--- src/rtl/fetch_seq_if.sv ---
// Bus between the fetch sequencer and its decode/host neighbours.
// The master side drives the strobes and the program-store write port.
interface fetch_seq_if #(
    parameter int PC_W = 4
);
    logic            i_pcincr;
    logic            i_load_mode;
    logic            i_prog_we;
    logic [PC_W-1:0] i_prog_addr;
    logic [2:0]      i_prog_data;
    logic [2:0]      o_instr;
    logic [2:0]      o_data_count;
    logic [PC_W-1:0] o_pc;
    logic            o_halt;

    modport master (
        output i_pcincr, i_load_mode, i_prog_we, i_prog_addr, i_prog_data,
        input  o_instr, o_data_count, o_pc, o_halt
    );

    modport slave (
        input  i_pcincr, i_load_mode, i_prog_we, i_prog_addr, i_prog_data,
        output o_instr, o_data_count, o_pc, o_halt
    );
endinterface

--- src/rtl/fetch_seq.sv ---
// Instruction fetch and 0-7 bit sequencer with host-loadable program store.
// Define FETCH_WRAP_EN to wrap the PC at the end of the store instead of halting.
module fetch_seq #(
    parameter int PROG_DEPTH = 16,
    parameter int PC_W       = 4
) (
    input  logic      i_clk,
    input  logic      i_rst,
    fetch_seq_if.slave bus
);
    localparam logic [0:0]      ST_RUN  = 1'b0;
    localparam logic [0:0]      ST_LOAD = 1'b1;
    localparam logic [PC_W-1:0] PC_LAST = PC_W'(PROG_DEPTH - 1);
    localparam logic [PC_W-1:0] PC_ZERO = {PC_W{1'b0}};

    logic [2:0]      mem_q [PROG_DEPTH];
    logic [PC_W-1:0] pc_q, pc_d;
    logic [2:0]      count_q, count_d;
    logic            halt_q, halt_d;
    logic [0:0]      state_s;
    logic [2:0]      instr_s;

    assign state_s = bus.i_load_mode;

    // Next-state for PC, bit counter and the sticky halt flag.
    always_comb begin
        pc_d    = pc_q;
        count_d = count_q;
        halt_d  = halt_q;
        case (state_s)
            ST_LOAD: begin
                pc_d    = PC_ZERO;
                count_d = 3'd0;
                halt_d  = 1'b0;
            end
            ST_RUN: begin
                if (bus.i_pcincr) begin
                    count_d = 3'd0;
                    if (pc_q == PC_LAST) begin
`ifdef FETCH_WRAP_EN
                        pc_d   = PC_ZERO;
                        halt_d = 1'b0;
`else
                        pc_d   = pc_q;
                        halt_d = 1'b1;
`endif
                    end else if (halt_q) begin
                        pc_d = pc_q;
                    end else begin
                        pc_d = pc_q + PC_W'(1);
                    end
                end else begin
                    count_d = count_q + 3'd1;
                    pc_d    = pc_q;
                end
            end
            default: begin
                pc_d    = PC_ZERO;
                count_d = 3'd0;
                halt_d  = 1'b0;
            end
        endcase
    end

    // State registers and program store; reset also wipes the program.
    always_ff @(posedge i_clk or posedge i_rst) begin
        if (i_rst) begin
            for (int i = 0; i < PROG_DEPTH; i++) begin
                mem_q[i] <= 3'b000;
            end
            pc_q    <= PC_ZERO;
            count_q <= 3'd0;
            halt_q  <= 1'b0;
        end else begin
            pc_q    <= pc_d;
            count_q <= count_d;
            halt_q  <= halt_d;
            if ((state_s == ST_LOAD) && bus.i_prog_we) begin
                mem_q[bus.i_prog_addr] <= bus.i_prog_data;
            end
        end
    end

    // Instruction read; NOP is presented while loading or halted.
    always_comb begin
        if ((state_s == ST_LOAD) || halt_q) begin
            instr_s = 3'b000;
        end else begin
            instr_s = mem_q[pc_q];
        end
    end

    assign bus.o_instr      = instr_s;
    assign bus.o_data_count = count_q;
    assign bus.o_pc         = pc_q;
    assign bus.o_halt       = halt_q;
endmodule

--- src/flat_wrapper.sv ---
// flat-port wrapper written by rule: the top's interface ports become plain ports
module fetch_seq_flat 
#(
    parameter int PROG_DEPTH = 16,
    parameter int PC_W       = 4
)
  (i_clk, i_rst, bus_i_pcincr, bus_i_load_mode, bus_i_prog_we, bus_i_prog_addr, bus_i_prog_data, bus_o_instr, bus_o_data_count, bus_o_pc, bus_o_halt);
  fetch_seq_if #(.PC_W(PC_W)) bus_i ();
  input  logic i_clk;
  input  logic i_rst;
  input wire logic [$bits(bus_i.i_pcincr)-1:0] bus_i_pcincr;
  input wire logic [$bits(bus_i.i_load_mode)-1:0] bus_i_load_mode;
  input wire logic [$bits(bus_i.i_prog_we)-1:0] bus_i_prog_we;
  input wire logic [$bits(bus_i.i_prog_addr)-1:0] bus_i_prog_addr;
  input wire logic [$bits(bus_i.i_prog_data)-1:0] bus_i_prog_data;
  output wire logic [$bits(bus_i.o_instr)-1:0] bus_o_instr;
  output wire logic [$bits(bus_i.o_data_count)-1:0] bus_o_data_count;
  output wire logic [$bits(bus_i.o_pc)-1:0] bus_o_pc;
  output wire logic [$bits(bus_i.o_halt)-1:0] bus_o_halt;
  assign bus_i.i_pcincr = bus_i_pcincr;
  assign bus_i.i_load_mode = bus_i_load_mode;
  assign bus_i.i_prog_we = bus_i_prog_we;
  assign bus_i.i_prog_addr = bus_i_prog_addr;
  assign bus_i.i_prog_data = bus_i_prog_data;
  assign bus_o_instr = bus_i.o_instr;
  assign bus_o_data_count = bus_i.o_data_count;
  assign bus_o_pc = bus_i.o_pc;
  assign bus_o_halt = bus_i.o_halt;
  fetch_seq #(.PROG_DEPTH(PROG_DEPTH), .PC_W(PC_W)) u_core (.i_clk(i_clk), .i_rst(i_rst), .bus(bus_i));
endmodule
--- config.mk ---
export PLATFORM = sky130hd
export DESIGN_NAME = fetch_seq_flat
export DESIGN_NICKNAME = d
export VERILOG_FILES = /design/src/rtl/fetch_seq_if.sv /design/src/rtl/fetch_seq.sv /design/src/flat_wrapper.sv
export SDC_FILE = /design/constraint.sdc
export NUM_CORES = 1
export LEC_CHECK = 0
export CAP_MARGIN = 30
export CORE_ASPECT_RATIO = 1.2
export CORE_MARGIN = 3
export CORE_UTILIZATION = 40
export DETAILED_ROUTE_END_ITERATION = 7
export HOLD_SLACK_MARGIN = 0.06
export PLACE_DENSITY_LB_ADDON = 0.3
export SYNTH_ARGS = -nofsm -noshare
export SYNTH_HDL_FRONTEND = slang
export SYNTH_SLANG_ARGS = --single-unit
export TNS_END_PERCENT = 50
--- constraint.sdc ---
create_clock -name i_clk -period 3 [get_ports i_clk]
set_input_delay 0.6 -clock i_clk [delete_from_list [all_inputs] [get_ports i_clk]]
set_output_delay 0.6 -clock i_clk [all_outputs]
set_load 0.01 [all_outputs]
After elaboration in Yosys (flattened, before gate mapping)
Index checks and enable logic that the tools add are counted.

$add $sub $neg: 2. Order comparisons: 3. Equal/unequal tests: 5. Mux-type cells: 16. Bitwise gates (word level): 3. Reduce and logical (&&, ||, !) cells: 5.

Operators with widths (number): 48-bit bitwise mux (1); 3-bit two-way mux (5); 3-bit binary-select mux with 4-bit select (1); 3-bit demux with 4-bit select (1); 4-bit two-way mux (3); 5-bit greater-or-equal comparator, second input constant (2); 4-bit NOT with 5-bit output (2); 4-bit case mux with 2 select lines (1); 2-bit != test, second input constant (3); 3-bit case mux with 2 select lines (1); 5-bit by 1-bit < comparator with 1-bit output, second input constant (1); 4-bit by 1-bit adder with 4-bit output, second input constant (1); 4-bit equality test, second input constant (1); 3-bit by 1-bit adder with 3-bit output, second input constant (1); 3-bit AND reduction (1); 1-bit logical AND (2); 1-bit two-way mux (2); 2-bit by 1-bit != test with 1-bit output, second input constant (1); 1-bit case mux with 2 select lines (1); 2-bit AND reduction (1); 1-bit logical OR (1); 1-bit NOT (1).

Register bits: 56. Input bits: 12. Logic and storage cells: 53.

Logic depth before layout (Yosys ltp)
Gate-level depths: netlist (run 1).

Depth after elaboration: 6. Depth in mapped cells: 5. Mapped depth without buffers: 4.

Worst setup path before layout (run 1)
OpenSTA, ideal clock, no wires.

Path kind: register to output. Start: register u_core.pc_q[0] (netlist: u_core.bus.o_pc[0]). End: output bus_o_instr[1]. Data arrival time: 1.482 ns. Setup slack: 0.918 ns. Stages on the path, launching flop included: 5. Path buffers: 1. Cell sequence: dfrtp_1 -> buf_4 -> mux4_2 -> mux2i_1 -> o22ai_1.

Longest elaborated chain between the ends: 5.

Ends and longest elaborated chain: start, declared (RTL line fetch_seq.sv:17) `logic [PC_W-1:0] pc_q, pc_d;`; start signal, assigned (RTL line fetch_seq.sv:75) `pc_q <= pc_d;`; 4-bit NOT with 5-bit output (implied by the code) (RTL line fetch_seq.sv:89) `instr_s = mem_q[pc_q];`; 3-bit binary-select mux with 4-bit select (RTL line fetch_seq.sv:89); 3-bit two-way mux (implied by the code) (2 in series) (RTL line fetch_seq.sv:89); 3-bit two-way mux (RTL line fetch_seq.sv:86) `if ((state_s == ST_LOAD) || halt_q) begin`; end, declared (RTL line flat_wrapper.sv:16) `output wire logic [$bits(bus_i.o_instr)-1:0] bus_o_instr;`.

No other way between the ends. The select of a mux whose other input is x is not followed.

Final worst setup path (run 1)
Start: input bus_i_load_mode. End: output bus_o_instr[1].

Longest elaborated chain between the ends: 2.

Ends and longest elaborated chain: start, declared (RTL line flat_wrapper.sv:12) `input wire logic [$bits(bus_i.i_load_mode)-1:0] bus_i_load_mode;`; 1-bit logical OR (RTL line fetch_seq.sv:86); 3-bit two-way mux (RTL line fetch_seq.sv:86).

No other way between the ends.

==> results of run 1 <==
[logic make-up (layout without fill, tap and decap cells)]
group	Yosys count	count (layout)
XOR/XNOR	1	1
flip-flops	56	56
adder cells (fa/ha/maj)	2	2
AO/OA/AOI/OAI	11	11
AND/OR/NAND/NOR	45	45
multiplexers	64	64
buffers and inverters	10	40
[report_power, final]
part	leakage, nW	switching [W]	internal, W
clock	0.0642	0.000241	0.000329
sequential	0.722	0.0000709	0.000883
combinational	0.581	0.000117	0.000208
total	1.37	0.000429	0.00142
[layer usage]
| metal | vias up | routed length [um] |
|---|---|---|
| met4 | 0 | 91 |
| met3 | 5 | 125 |
| met1 | 862 | 2470 |
| met2 | 24 | 2720 |
| met5 | - | 0 |
| li1 | 761 | - |
[critical path, stage by stage]
cell and delay (ps):
clkdlybuf4s50_1 480, or3_1 420, o22ai_1 190, clkdlybuf4s50_1 560
[synth_stat cells]
cell type and n:
dfrtp_1 56, or3_4 2, clkbuf_2 1, mux2i_1 4, buf_4 1, o21ai_0 2
a21oi_1 5, nor3_1 3, mux2_2 41, or3b_1 1, mux4_2 12, nand2b_1 5
nand4_2 1, nand3_1 3, nor3b_1 2, xnor2_1 1, nand4b_2 1, inv_1 2
nand3b_1 3, and3_1 2, o31ai_1 2, mux2_1 1, ha_1 2, buf_2 1
o22ai_1 2, nor2_1 12, nand4_1 1, clkbuf_1 5, nand2_1 3, nand4b_1 1
or3_1 4, and4bb_2 1, mux2_4 6
[stage by stage]
stage / worst slack, ps / instance area [um2]
2_1_floorplan: 918 / 2690
3_3_place_gp: 205 / 3050
3_5_place_dp: 174 / 3050
4_1_cts: 44.4 / 3180
5_1_grt: 58.9 / 3180
6_report: 155 / 3180
[layout make-up]
type	instances	area, um2
Clock inverter	2	60.1
Inverter	2	7.51
Tap cell	85	106
Clock buffer	5	68.8
Timing Repair Buffer	31	288
Fill cell	589	3300
Sequential cell	56	1400
Multi-Input combinational cell	123	1250
[worst paths after layout]
kind / startpoint / endpoint / slack (ps)
hold reg to reg: u_core.bus.o_data_count[0] / u_core.bus.o_data_count[0] / 480
hold / removal: u_core.bus.o_data_count[0] / u_core.bus.o_data_count[0] / 480
min in group asynchronous: i_rst / u_core.mem_q[27] / 790
setup / recovery: bus_i_load_mode / bus_o_instr[1] / 150
setup reg to reg: u_core.bus.o_pc[0] / u_core.bus.o_pc[0] / 1300
max in group asynchronous: i_rst / u_core.bus.o_pc[0] / 1670
[state kept, by name, summed over array words and instances (netlist names)]
signal and flops:
u_core.mem_q 48, u_core.bus.o_halt 1, u_core.bus.o_pc 4, u_core.bus.o_data_count 3
[what timing repair did]
| action | 4_1_cts | 5_1_grt |
|---|---|---|
| hold endpoints to repair | 0 | 0 |
| hold buffers | 0 | 0 |
| gates resized for setup | 0 | 1 |
| setup endpoints to repair | 0 | 1 |
==> impl_metrics.json, run 1 <==
{
  "outcome": "finished, final reports clean",
  "min_path_type": "flop to flop",
  "critical_path_required_ps": 2400,
  "wire_per_inst_um": 17.8,
  "routed_wl_um": 5410,
  "grt_max_degree": 57,
  "mostFrequentLayoutCells": "55 x dfrtp_1, 41 x mux2_2, 22 x clkdlybuf4s50_1",
  "io_buffers": 22,
  "cts_tree": "done",
  "drive_above_1_share": 0.374,
  "via_count": 1652,
  "path_class": "primary input to output port",
  "holdWs_ps": 478,
  "rsz0062_at_grt": "false",
  "synthMuxAreaShare": 0.324,
  "ir_drop_mv": 0.227,
  "drt.antenna.violating_nets": 0,
  "end_kind": "output port",
  "grt_use_total": 0.157,
  "arrival_ps": 2250,
  "core_area_um2": 6490,
  "drv_cap": 0,
  "htree_levels": 2,
  "final_common_cell": "dfrtp_1",
  "worstHoldPathCells": 1,
  "numClockSinks": 56,
  "grt_pass1_wl_um": 9010,
  "period_minus_slack_ps": 2850,
  "grt_util_met1": 0.215,
  "layout.cells.non_filler": 304,
  "drt-pass1-iter-count": 4,
  "ys_top_cells_by_area": "dfrtp_1 52%, mux2_2 17%, mux4_2 10%",
  "yosysTopAreaCell": "dfrtp_1",
  "synth_fa_ha_area_frac": 0.00929,
  "clock_path_buffers": 2,
  "synth_cell_types": 33,
  "place_congestion": 0.734,
  "die_w_um": 80.9,
  "ys_ff_latch": 56,
  "grt_overflow": 0,
  "synth_xor_area_frac": 0.00325,
  "clkLatencyLatePin_ps": 310,
  "dp.cells": 297,
  "antenna_cells": 0,
  "ios": 23,
  "initial_core_util": 0.415,
  "critPathMaxFanout": 5,
  "cts_setup_buffers": 0,
  "grt_pass1_vias": 1687,
  "leakage_nw": 1.37,
  "synth_compound_area_frac": 0.0232,
  "worstRegToRegCells": 5,
  "synth_cells": 189,
  "dpl.hpwl_um": 3940,
  "syn_nets": 203,
  "final_nets": 233,
  "synth-simple-area-share": 0.104,
  "skew_ps": 0.512,
  "synth_top_area_share": 0.520,
  "final-hold-violation-count": 0,
  "max_clock_freq_mhz": 351,
  "tightest_slew_ps": 720,
  "dieArea_um2": 7760,
  "ys_warn_count": 0,
  "die_y_um": 95.9,
  "power_w": 0.00185,
  "setup_viol": 0,
  "yosysSeqAreaShare": 0.520,
  "start_kind": "primary input",
  "post-route-util": 0.491,
  "row_count": 32,
  "numCtsBuffers": 5,
  "use_met3": 0.0281,
  "drv_slew": 0,
  "synth_top_family_by_area": "multiplexers",
  "grt-busiest-layer": "met2",
  "max_slew_margin": 0.520,
  "finalCritPeriodShare": 0.948,
  "p_per_area_nw_per_um2": 581,
  "path_clk_slew_ps": 90,
  "root_buffer": "clkbuf_8",
  "drc": 0,
  "antenna_found_initial": 0,
  "tns_ps": 0,
  "grt_use_met2": 0.251,
  "netlist_area_um2": 2690,
  "first_iter_violations": 119,
  "via_per_inst": 5.43,
  "syn_avg_cell_area_um2": 14.3,
  "area_growth_pct": 18.1
}
(Power assumes the default switching activity.)
==> run 2, diff against run 1 <==
CORE_MARGIN = 2   (was 3)
PLACE_DENSITY = 0.7   (was unset)
PLACE_DENSITY_LB_ADDON = unset   (was 0.3)
==> impl_metrics.json, run 2 (synthesized netlist as in run 1, its figures left out) <==
{
  "outcome": "finished, final reports clean",
  "min_path_type": "flop to flop",
  "die_y_um": 93.9,
  "drt.antenna.violating_nets": 0,
  "numCtsBuffers": 5,
  "post-route-util": 0.490,
  "arrival_ps": 2250,
  "fill_cells": 581,
  "path_common_cell": "clkdlybuf4s50_1",
  "finalCritPeriodShare": 0.948,
  "seqPwrFrac": 0.526,
  "leakage_nw": 1.36,
  "place_congestion": 0.765,
  "p_clk_frac": 0.291,
  "period_minus_slack_ps": 2850,
  "area_growth_pct": 17.9,
  "antenna_cells": 0,
  "root_buffer": "clkbuf_8",
  "mostFrequentLayoutCells": "56 x dfrtp_1, 41 x mux2_2, 22 x clkdlybuf4s50_1",
  "first_iter_violations": 75,
  "cts_tree": "done",
  "final_nets": 231,
  "io_buffers": 22,
  "final-hold-violation-count": 0,
  "max_stage_delay_ps": 560,
  "end_kind": "output port",
  "critPathMaxFanout": 5,
  "drc": 0,
  "cts_setup_buffers": 0,
  "crit_path_cell_trace": "clkdlybuf4s50_1 -> or3_1 -> o22ai_1 -> clkdlybuf4s50_1",
  "ir_drop_mv": 0.248,
  "comb_power_share": 0.183,
  "tightest_slew_ps": 569,
  "numClockSinks": 56,
  "wire_per_inst_um": 16.9,
  "drt-pass1-iter-count": 4,
  "htree_levels": 2,
  "p_int_w": 0.00139,
  "final_common_cell": "dfrtp_1",
  "clock_path_buffers": 2,
  "max_slew_margin": 0.619,
  "grt_pass1_wl_um": 8750,
  "cts_hold_buf": 0,
  "dpl.hpwl_um": 3840,
  "drv_slew": 0,
  "die_w_um": 78.9,
  "ctsResizeCount": 0,
  "drv_cap": 0,
  "max_clock_freq_mhz": 351,
  "clkLatencyLatePin_ps": 300,
  "via_per_inst": 5.40,
  "drive_above_1_share": 0.367,
  "grt_pass1_vias": 1659,
  "grt_use_total": 0.156,
  "largest_reg_flops": 48,
  "path_clk_slew_ps": 100,
  "rsz0062_at_grt": "false",
  "tns_ps": 0,
  "ios": 23,
  "grt_max_degree": 21,
  "row_count": 32,
  "cp_slowest_cell": "clkdlybuf4s50_1",
  "antenna_found_initial": 0,
  "switching_share": 0.231,
  "p_per_area_nw_per_um2": 568,
  "critical_path_required_ps": 2400,
  "via_count": 1635,
  "grt_overflow": 0,
  "initial_core_util": 0.415,
  "core_area_um2": 6490,
  "dieArea_um2": 7410,
  "routed_wl_um": 5120,
  "skew_ps": 1.08,
  "setup_viol": 0,
  "largest-register": "u_core.mem_q",
  "path_class": "primary input to output port",
  "start_kind": "primary input",
  "p_sw_w": 0.000417
}
==> run 2: layout make-up <==
cell class                 instances  area [um2]  area share
sequential                        56        1400       0.441
multi-input combinational        123        1250       0.393
timing repair buffer              29         285      0.0898
tap                               85         106      0.0335
clock buffer                       7        96.3      0.0303
clock inverter                     1        30.0     0.00946
inverter                           2        7.51     0.00236
==> run 2: worst max-delay path, delay by kind of cell <==
kind / cells / cell delay, ps
AO/OA/AOI/OAI: 1 / 190
buffers and inverters: 2 / 1040
AND/OR/NAND/NOR: 1 / 420
==> run 2: final timing paths <==
path | from | to | slack (ps) | depth (start not counted)
max | bus_i_load_mode | bus_o_instr[1] | 150 | 4
min in group asynchronous | i_rst | u_core.bus.o_pc[0] | 580 | 2
max reg2reg | u_core.bus.o_pc[1] | u_core.bus.o_pc[0] | 1240 | 5
max in group asynchronous | i_rst | u_core.mem_q[18] | 1810 | 3
min reg2reg | u_core.bus.o_data_count[0] | u_core.bus.o_data_count[0] | 470 | 1
min | u_core.bus.o_data_count[0] | u_core.bus.o_data_count[0] | 470 | 1
==> run 2: per-layer routing <==
metal | global-route usage | vias up | share of wire
met3 | 0.0212 | 7 | 0.029
li1 | - | 751 | -
met2 | 0.255 | 31 | 0.48
met1 | 0.216 | 846 | 0.47
met4 | 0.0503 | 0 | 0.015
met5 | 0 | - | 0
==> run 2: power by group through the flow <==
stage          Clock, W  Combinational [W]  Sequential (W)
3_5_place_dp          0           0.000334        0.000963
4_1_cts        0.000542           0.000335        0.000947
2_1_floorplan         0           0.000240        0.000941
3_3_place_gp          0           0.000325        0.000956
6_report       0.000524           0.000330        0.000948
5_1_grt        0.000559           0.000360        0.000966
==> run 2: per-stage QoR <==
step	total power, W	cells	area, um2	hold WS (ps)	setup WS [ps]
after floorplan	0.00118	189	2690	459	918
after global placement	0.00128	295	3050	467	210
after detailed placement	0.00130	295	3050	466	159
after CTS	0.00182	303	3180	479	115
after global routing	0.00189	303	3180	497	2.52
final	0.00180	303	3180	474	155
